--- src/rtl/mac_rx_pkg.sv ---
// Shared types and constants for the MAC receive frame controller.
package mac_rx_pkg;

    typedef enum logic [2:0] {
        ST_IFG,
        ST_IDLE,
        ST_PRE,
        ST_DATA,
        ST_EOF,
        ST_CHECK,
        ST_DROP
    } state_e;

    localparam int ERR_W = 3;

    localparam logic [ERR_W-1:0] ERR_OK    = 3'd0;
    localparam logic [ERR_W-1:0] ERR_SHORT = 3'd1;
    localparam logic [ERR_W-1:0] ERR_LONG  = 3'd2;
    localparam logic [ERR_W-1:0] ERR_CRC   = 3'd3;
    localparam logic [ERR_W-1:0] ERR_ADDR  = 3'd4;
    localparam logic [ERR_W-1:0] ERR_RXER  = 3'd5;
    localparam logic [ERR_W-1:0] ERR_OVF   = 3'd6;
    localparam logic [ERR_W-1:0] ERR_ALIGN = 3'd7;

    function automatic logic [3:0] pre_sym(input int dw);
        return (dw == 2) ? 4'h1 : 4'h5;
    endfunction

    function automatic logic [3:0] sfd_last(input int dw);
        return (dw == 2) ? 4'h3 : 4'hD;
    endfunction

endpackage

--- src/rtl/mac_rx_sym_asm.sv ---
// Assembles LSB-first DW-bit symbols into bytes.
module mac_rx_sym_asm #(
    parameter int DW = 2
) (
    input  logic          Clk,
    input  logic          Reset,
    input  logic          clr,
    input  logic          en,
    input  logic [DW-1:0] sym,
    output logic [7:0]    byte_d,
    output logic          done,
    output logic [1:0]    phase
);

    localparam logic [1:0] LAST = 2'(8 / DW - 1);

    logic [7:0] sr;

    // Newest symbol lands in the MSBs so the first one ends up in bit 0.
    assign byte_d = {sym, sr[7:DW]};
    assign done   = en && (phase == LAST);

    always_ff @(posedge Clk or negedge Reset) begin
        if (!Reset) begin
            sr    <= '0;
            phase <= '0;
        end else if (clr) begin
            sr    <= '0;
            phase <= '0;
        end else if (en) begin
            sr    <= byte_d;
            phase <= done ? 2'd0 : phase + 2'd1;
        end
    end

endmodule

--- src/rtl/mac_rx_frame_ctrl.sv ---
// Receive frame controller: preamble hunt, byte streaming,
// length/IFG/alignment checks and per-frame commit or drop.
module mac_rx_frame_ctrl
    import mac_rx_pkg::*;
#(
    parameter int DW      = 2,
    parameter int MIN_LEN = 64,
    parameter int MAX_LEN = 1518,
    parameter int IFG_CYC = 48,
    parameter int LEN_W   = 12
) (
    input  logic             Clk,
    input  logic             Reset,
    input  logic             ICrs_dv,
    input  logic             IRx_er,
    input  logic [DW-1:0]    IRx_d,
    output logic             Oaddr_en,
    output logic [7:0]       Oaddr_byte,
    input  logic             Iaddr_chk_err,
    output logic             OCRC_init,
    output logic             OCRC_en,
    output logic [7:0]       OCRC_byte,
    input  logic             ICRC_chk_err,
    output logic             OFifo_wr,
    output logic [7:0]       OFifo_data,
    output logic             OFifo_commit,
    output logic             OFifo_drop,
    input  logic             IFifo_full,
    output logic             OFrm_valid,
    output logic [ERR_W-1:0] OFrm_err,
    output logic [LEN_W-1:0] OFrm_len
);

    localparam logic [3:0]    PRE_W = pre_sym(DW);
    localparam logic [3:0]    SFD_W = sfd_last(DW);
    localparam logic [DW-1:0] PRE   = PRE_W[DW-1:0];
    localparam logic [DW-1:0] SFD   = SFD_W[DW-1:0];
    localparam int            IW    = $clog2(IFG_CYC + 1);

    state_e           state, state_n;
    logic [IW-1:0]    ifg, ifg_n;
    logic [LEN_W-1:0] len, len_n;
    logic [ERR_W-1:0] code_n;
    logic             fin, wr_n, init_n;
    logic             sym_clr, sym_en;
    logic             addr_chk;
    logic [7:0]       byte_d;
    logic             done;
    logic [1:0]       phase;

    mac_rx_sym_asm #(.DW(DW)) u_asm (
        .Clk    (Clk),
        .Reset  (Reset),
        .clr    (sym_clr),
        .en     (sym_en),
        .sym    (IRx_d),
        .byte_d (byte_d),
        .done   (done),
        .phase  (phase)
    );

    always_comb begin
        state_n = state;
        ifg_n   = '0;
        len_n   = len;
        code_n  = ERR_OK;
        fin     = 1'b0;
        wr_n    = 1'b0;
        init_n  = 1'b0;
        sym_clr = 1'b0;
        sym_en  = 1'b0;
        unique case (state)
            ST_IFG: begin
                if (!ICrs_dv) begin
                    ifg_n = ifg + 1'b1;
                    if (ifg_n == IW'(IFG_CYC)) begin
                        state_n = ST_IDLE;
                        ifg_n   = '0;
                    end
                end
            end
            ST_IDLE: begin
                len_n = '0;
                if (ICrs_dv && IRx_d == PRE)
                    state_n = ST_PRE;
            end
            ST_PRE: begin
                if (!ICrs_dv) begin
                    state_n = ST_IFG;
                end else if (IRx_d == SFD) begin
                    state_n = ST_DATA;
                    init_n  = 1'b1;
                    sym_clr = 1'b1;
                    len_n   = '0;
                end else if (IRx_d != PRE) begin
                    state_n = ST_DROP;
                    fin     = 1'b1;
                    code_n  = ERR_ALIGN;
                end
            end
            ST_DATA: begin
                sym_en = ICrs_dv;
                if (done)
                    len_n = len + 1'b1;
                // First matching cause wins; an erroring byte is never written.
                if (IRx_er) begin
                    state_n = ST_DROP;
                    fin     = 1'b1;
                    code_n  = ERR_RXER;
                end else if (done && IFifo_full) begin
                    state_n = ST_DROP;
                    fin     = 1'b1;
                    code_n  = ERR_OVF;
                end else if (addr_chk && Iaddr_chk_err) begin
                    state_n = ST_DROP;
                    fin     = 1'b1;
                    code_n  = ERR_ADDR;
                end else if (done && len >= LEN_W'(MAX_LEN)) begin
                    state_n = ST_DROP;
                    fin     = 1'b1;
                    code_n  = ERR_LONG;
                end else if (!ICrs_dv && phase != 2'd0) begin
                    state_n = ST_DROP;
                    fin     = 1'b1;
                    code_n  = ERR_ALIGN;
                end else if (!ICrs_dv) begin
                    state_n = ST_EOF;
                end else begin
                    wr_n = done;
                end
            end
            // Extra cycle so the CRC residue of the last byte has settled.
            ST_EOF: begin
                state_n = ST_CHECK;
            end
            ST_CHECK: begin
                state_n = ST_IFG;
                fin     = 1'b1;
                if (len < LEN_W'(MIN_LEN))
                    code_n = ERR_SHORT;
                else if (ICRC_chk_err)
                    code_n = ERR_CRC;
            end
            ST_DROP: begin
                if (!ICrs_dv)
                    state_n = ST_IFG;
            end
            default: state_n = ST_IFG;
        endcase
    end

    always_ff @(posedge Clk or negedge Reset) begin
        if (!Reset) begin
            state        <= ST_IFG;
            ifg          <= '0;
            len          <= '0;
            addr_chk     <= 1'b0;
            Oaddr_en     <= 1'b0;
            Oaddr_byte   <= '0;
            OCRC_init    <= 1'b0;
            OCRC_en      <= 1'b0;
            OCRC_byte    <= '0;
            OFifo_wr     <= 1'b0;
            OFifo_data   <= '0;
            OFifo_commit <= 1'b0;
            OFifo_drop   <= 1'b0;
            OFrm_valid   <= 1'b0;
            OFrm_err     <= '0;
            OFrm_len     <= '0;
        end else begin
            state        <= state_n;
            ifg          <= ifg_n;
            len          <= len_n;
            addr_chk     <= Oaddr_en && (len == LEN_W'(6));
            Oaddr_en     <= wr_n && (len < LEN_W'(6));
            OCRC_init    <= init_n;
            OCRC_en      <= wr_n;
            OFifo_wr     <= wr_n;
            if (wr_n) begin
                Oaddr_byte <= byte_d;
                OCRC_byte  <= byte_d;
                OFifo_data <= byte_d;
            end
            OFifo_commit <= fin && (code_n == ERR_OK);
            OFifo_drop   <= fin && (code_n != ERR_OK);
            OFrm_valid   <= fin;
            if (fin) begin
                OFrm_err <= code_n;
                OFrm_len <= len_n;
            end
        end
    end

endmodule

--- config.mk ---
export PLATFORM = sky130hd
export DESIGN_NAME = mac_rx_frame_ctrl
export DESIGN_NICKNAME = d
export VERILOG_FILES = /design/src/rtl/mac_rx_pkg.sv /design/src/rtl/mac_rx_sym_asm.sv /design/src/rtl/mac_rx_frame_ctrl.sv
export SDC_FILE = /design/constraint.sdc
export NUM_CORES = 1
export LEC_CHECK = 0
export ABC_CLOCK_PERIOD_IN_PS = 4570
export CAP_MARGIN = 20
export CORE_ASPECT_RATIO = 1.1
export CORE_MARGIN = 1.5
export CORE_UTILIZATION = 30
export CTS_CLUSTER_DIAMETER = 40
export DETAILED_ROUTE_END_ITERATION = 8
export PLACE_DENSITY = 0.62
export SLEW_MARGIN = 10
export SYNTH_ARGS = -nofsm -noshare
export SYNTH_HDL_FRONTEND = slang
export SYNTH_SLANG_ARGS = --single-unit
--- constraint.sdc ---
create_clock -name Clk -period 4.57 [get_ports Clk]
set_input_delay 0.457 -clock Clk [delete_from_list [all_inputs] [get_ports Clk]]
set_output_delay 0.457 -clock Clk [all_outputs]
set_load 0.1 [all_outputs]
==> results.tsv, run 1 <==
metric	value	unit
status	complete, but fails checks	
violations in the final reports	design-rule violations	
pin count of the biggest net entering global routing	60	
Crit Path Class	in2reg	
GRT Overall Usage	13.18	%
Worst-Skew Late Latency	0.34	ns
CTS clk-pin slew, worst paths	0.07	ns
max_cap viols	0	
yosys warns	0	
CP endpoint kind	register	
synthesized cell area	3039	um^2
post-synth cell types	54	
CP Launch Type	primary input	
number of global-route vias before repair	2322	
final clock skew	0.007376	ns
Setup Fix Bufs, Post-CTS	0	
share of post-route cells with drive strength above 1	14.94	%
Pwr Density	414.9	nW/um^2
WL final	6453	um
Hold Path Class	in2async	
dominant cell type by area after synthesis	dfrtp_1	
Final setup viols	0	
Initial Util	30.88	%
Detailed Place HPWL	4564	um
Synth Instances	284	
PortBufs	54	
CP max FO	19	
sequential area share after synthesis	48.58	%
final period utilization	66.58	%
Final Max Slew Viols	0	
vias per cell	4.996	
worst path arrival time	3.27	ns
Required @ worst endpoint	4.80	ns
Slew headroom	34.63	%
DR vias	2238	
htree depth	3	
Mean Syn Cell Area	10.70	um^2
Nets	337	
core area	9842	um^2
Die Span X	98.97	um
die area	10740	um^2
Achievable Freq	328.7	MHz
drt first pass iters	6	
DIE HEIGHT	108.6	um
CTS root buf	clkbuf_8	
Initial DRC Count	76	
Tmin final	3.043	ns
most common cell in the netlist	dfrtp_1	
CTS tree	built	
Synth area leaders	dfrtp_1 49%, mux2_2 4.8%, buf_4 4.2%	
Longest Clk Path Bufs	2	
final instance area	3734	um^2
number of gates resized after CTS	0	
total global routing overflow	0	
initial antenna violation count	0	
fillers	944	
cts hold-fix bufs	0	
DR WL/cell	14.40	um
Top-Level Pins	55	
Final Hold Viols	0	
RSZ-0062 raised after global routing	no	
Main synth FF type	dfrtp_1	
# clock sinks	59	
P_leak	0.001679	uW
cts bufs inserted	9	
# rows	38	
Post-DRT Antenna Nets	0	
DRC	6	
dpl cell area	3541	um^2
first-pass GRT wire length	11040	um
ant diodes	0	
asr flop ratio synth	100.0	%
Synth top area share	48.58	%
Tot Pwr	1549	uW
number of synthesized flops with an enable pin	0	
measured slew at the worst slew-check pin	0.9774	ns
Layout area overhead	22.85	%
GPL Wtd Cong	0.8590	
Net Count, Synth	298	
final setup TNS	0	ns
Synth top cells by count	59 x dfrtp_1, 28 x nand2_1, 22 x a21oi_1	
hold_ws	0.2568	ns
synthesized flop and latch total	59	
Max VDD drop	0.1680	mV
==> cells by family after synthesis <==
family | Yosys count | synth area share, %
flops | 59 | 48.58
mux | 27 | 10.75
fa+ha+maj | 5 | 2.058
compound gates | 61 | 14.25
xor+xnor | 4 | 1.153
buf+inv | 36 | 7.410
simple gates | 92 | 15.81
==> critical path, stage by stage <==
cell and delay [ns]:
clkdlybuf4s50_1 0.58, and4b_1 0.51, a311oi_4 0.42, o21ai_2 0.12, nor3_4 0.76, mux2_2 0.41
==> sequential cells by signal, summed over array words and instances, names as in the netlist, 2 cells and up <==
signal	cells
OFifo_data	8
u_asm.sr	6
OFrm_len	12
OFrm_err	3
state	3
len	12
ifg	6
u_asm.phase	2
==> area by class of cell <==
class / count / area, um^2 / share of cell area, %
sequential: 59 / 1476 / 39.54
clock buffer: 9 / 123.9 / 3.318
clock inverter: 7 / 68.82 / 1.843
timing repair buffer: 55 / 543.0 / 14.54
multi-input combinational: 189 / 1338 / 35.82
tap: 120 / 150.1 / 4.021
inverter: 9 / 33.78 / 0.9048
==> final timing paths <==
| check | start | end | slack, ns | cells after the start |
|---|---|---|---|---|
| min in group Clk | ifg[0] | ifg[0] | 0.48 | 1 |
| worst max register to register | state[2] | OFrm_len[7] | 1.68 | 5 |
| worst min register to register | ifg[0] | ifg[0] | 0.48 | 1 |
| max in group asynchronous | Reset | OFrm_valid | 3.82 | 2 |
| worst max-delay path | ICrs_dv | OFrm_len[7] | 1.53 | 6 |
| worst min-delay path | Reset | ifg[4] | 0.26 | 2 |
==> where the power goes <==
part | switching (uW) | total [uW] | internal [uW] | leakage (uW)
logic | 309 | 454 | 145 | 0.000774
clock network | 210 | 459 | 249 | 0.0000950
registers | 60.1 | 636 | 576 | 0.000810
==> placed cells by master (no fill, tap or decap), types with 3 or more instances in the layout <==
cell,count
dfrtp_1,59
clkdlybuf4s50_1,53
nand2_1,28
a21oi_1,22
nor2_1,19
mux2_2,13
clkbuf_8,9
inv_1,8
nand4_1,8
mux2_4,8
nand3_1,7
mux2i_1,6
o21ai_0,6
ha_1,5
and3_1,4
and2_1,4
a21o_1,3
nor3_1,3
a2bb2oi_1,3
o22a_1,3
a211o_1,3
clkinv_2,3
==> metrics by stage <==
step           util [%]  setup slack [ns]  instances
2_1_floorplan         -             2.385        284
3_3_place_gp      35.98             1.252        432
3_5_place_dp      35.98             1.157        432
4_1_cts           37.94             1.519        448
5_1_grt           37.94             1.337        448
6_report          37.94             1.527        448
==> layer usage <==
| metal | vias to the layer above | GRT usage, % | wire, um |
|---|---|---|---|
| met1 | 1077 | 16.55 | 2955 |
| met4 | 0 | 5.816 | 120 |
| met2 | 60 | 21.53 | 3089 |
| met3 | 9 | 3.297 | 287 |
| met5 | - | 0 | 0 |
| li1 | 1092 | - | - |
No activity file was read; power rests on OpenSTA's default activity.
==> run 2, diff against run 1 <==
Settings changed: ABC_CLOCK_PERIOD_IN_PS 4570 to 2850.
Clock period 4.57 ns to 2.85 ns, I/O delays scaled along.
==> run 2 against run 1 <==
  * The run still ends with design-rule violations left
  * Clock skew increased by 0.0053 ns
  * Register-to-register slack got worse by 1.3 ns
  * Die area unchanged
  * Global-route usage increased by 0.11 points
  * Flip-flop and latch count unchanged
  * Critical endpoint is now OFifo_data[7]
  * Largest power group unchanged
==> results.tsv, run 2 (synthesis results as in run 1) <==
metric	value	unit	change
status	complete, but fails checks		unchanged
violations in the final reports	design-rule violations		unchanged
final clock skew	0.01263	ns	was 0.007376 ns
WL final	6666	um	was 6453 um
Required @ worst endpoint	3.09	ns	was 4.80 ns
initial antenna violation count	0		unchanged
DRC	6		unchanged
critical register-to-register path endpoint	OFifo_data[7]		was OFrm_len[7]
global-route track usage on met2	20.54	%	was 21.53%
Int Pwr	1572	uW	was 970.5 uW
Layout area overhead	20.96	%	was 22.85%
share of post-route cells with drive strength above 1	30.03	%	was 14.94%
CP Launch Type	register		was primary input
vias per cell	5.088		was 4.996
r2r setup slk	0.37	ns	was 1.68 ns
# clock sinks	59		unchanged
Die Span X	98.97	um	unchanged
final period utilization	87.00	%	
P_leak	0.001803	uW	was 0.001679 uW
ant diodes	0		unchanged
Initial Util	30.88	%	unchanged
pin count of the biggest net entering global routing	60		unchanged
DR WL/cell	14.72	um	was 14.40 um
DR vias	2305		was 2238
GRT busiest layer	met2		unchanged
Post-DRT Antenna Nets	0		unchanged
Tmin final	2.479	ns	
Final Hold Viols	0		unchanged
commonest non-fill, non-tap cell in the layout	dfrtp_1		unchanged
switch share	37.80	%	was 37.35%
Tot Pwr	2527	uW	was 1549 uW
CTS tree	built		unchanged
drt first pass iters	6		unchanged
GPL Wtd Cong	0.8630		was 0.8590
DIE HEIGHT	108.6	um	unchanged
htree depth	3		unchanged
Longest Clk Path Bufs	2		unchanged
Top-Level Pins	55		unchanged
Hold Path Class	in2async		unchanged
CP max FO	13		was 19
Post-Layout Cell Count	453		was 448
cts bufs inserted	9		unchanged
Comb pwr share	29.6	%	was 29.3%
# rows	38		unchanged
GR met3 Demand/Resource	3.555	%	was 3.297%
hold_ws	0.08826	ns	was 0.2568 ns
measured slew at the worst slew-check pin	0.7413	ns	was 0.9774 ns
most frequent cells in the layout	59 x dfrtp_1, 51 x buf_4, 28 x nand2_1		was 59 x dfrtp_1, 53 x clkdlybuf4s50_1, 28 x nand2_1
Slew headroom	50.58	%	was 34.63%
CTS clk-pin slew, worst paths	0.07	ns	about the same
max_cap viols	0		unchanged
Worst-Skew Late Latency	0.35	ns	was 0.34 ns
die area	10740	um^2	unchanged
Achievable Freq	403.3	MHz	
CP endpoint kind	register		unchanged
Placed Cells	437		was 432
switching power	955.2	uW	was 578.7 uW
first-pass GRT wire length	11180	um	was 11040 um
Max VDD drop	0.3180	mV	was 0.1680 mV
total global routing overflow	0		unchanged
number of global-route vias before repair	2228		was 2322
Crit Path Class	reg2reg		was in2reg
Nets	342		was 337
biggest regs	OFrm_len (12), len (12), OFifo_data (8)		unchanged
final setup margin	0.3705	ns	was 1.527 ns
Final Max Slew Viols	0		unchanged
R2R depth	5		unchanged
cts hold-fix bufs	0		unchanged
CTS root buf	clkbuf_8		unchanged
Pwr Density	687.5	nW/um^2	was 414.9 nW/um^2
worst path arrival time	2.72	ns	was 3.27 ns
Reg power frac	39.8	%	was 41.1%
Final setup viols	0		unchanged
Setup Fix Bufs, Post-CTS	0		unchanged
pre-CTS WS	0.1456	ns	was 1.157 ns
GRT Overall Usage	13.28	%	was 13.18%
Detailed Place HPWL	4676	um	was 4564 um
core area	9842	um^2	unchanged
number of gates resized after CTS	0		unchanged
reg2reg start	state[0]		was state[2]
PortBufs	54		unchanged
Worst Setup SP	state[0]		was ICrs_dv
RSZ-0062 raised after global routing	no		unchanged
met1 Usage GRT	17.84	%	was 16.55%
Initial DRC Count	92		was 76
Clock power frac	30.6	%	was 29.6%
final setup TNS	0	ns	unchanged
-- run 2: changes by cell type in the layout (fill, tap and decap cells not counted) --
cell	delta
clkinv_2	-2
buf_12	+1
buf_4	+50
inv_6	+2
clkdlybuf4s50_1	-46
-- run 2: critical path, cell delays in order (launching register included) --
cell,delay [ns]
dfrtp_1,0.56
and4b_1,0.55
nand2_1,0.21
nor3_1,0.22
nand3_1,0.41
mux2_2,0.42
-- run 2: stage by stage --
stage / utilization, % / instance area [um^2]
floorplan: - / 3039
global placement: 35.32 / 3476
detailed placement: 35.32 / 3476
CTS: 37.35 / 3676
global route: 37.35 / 3676
finish: 37.35 / 3676
-- run 2: how the worst max path moves through the flow --
stage	end	depth (start not counted)	slack, ns
after floorplan	OFrm_err[1]	8	0.67
after global placement	OFifo_data[1]	6	0.26
after detailed placement	OFifo_data[4]	6	0.15
after CTS	OFifo_data[4]	5	0.31
after global routing	OFifo_data[0]	5	0.11
final	OFifo_data[7]	5	0.37
-- run 2: power groups by stage --
| stage | Clock, uW | Sequential, uW | Combinational, uW |
|---|---|---|---|
| after global placement | 0 | 1020 | 749 |
| after CTS | 799 | 1000 | 756 |
| after floorplan | 0 | 1220 | 381 |
| after detailed placement | 0 | 1020 | 756 |
| after global routing | 836 | 1020 | 807 |
| final | 774 | 1010 | 748 |
-- run 2: cell type report --
type	count	area [um^2]
fill	954	6166
sequential	59	1476
multi-input combinational	189	1338
timing repair buffer	60	478.0
tap	120	150.1
clock buffer	9	123.9
clock inverter	7	76.32
inverter	9	33.78
-- run 2: layer usage --
layer / part of all wire (%) / up-vias
li1: - / 1107
met1: 47 / 1127
met4: 1.6 / 0
met2: 46 / 58
met5: 0 / -
met3: 5.2 / 13
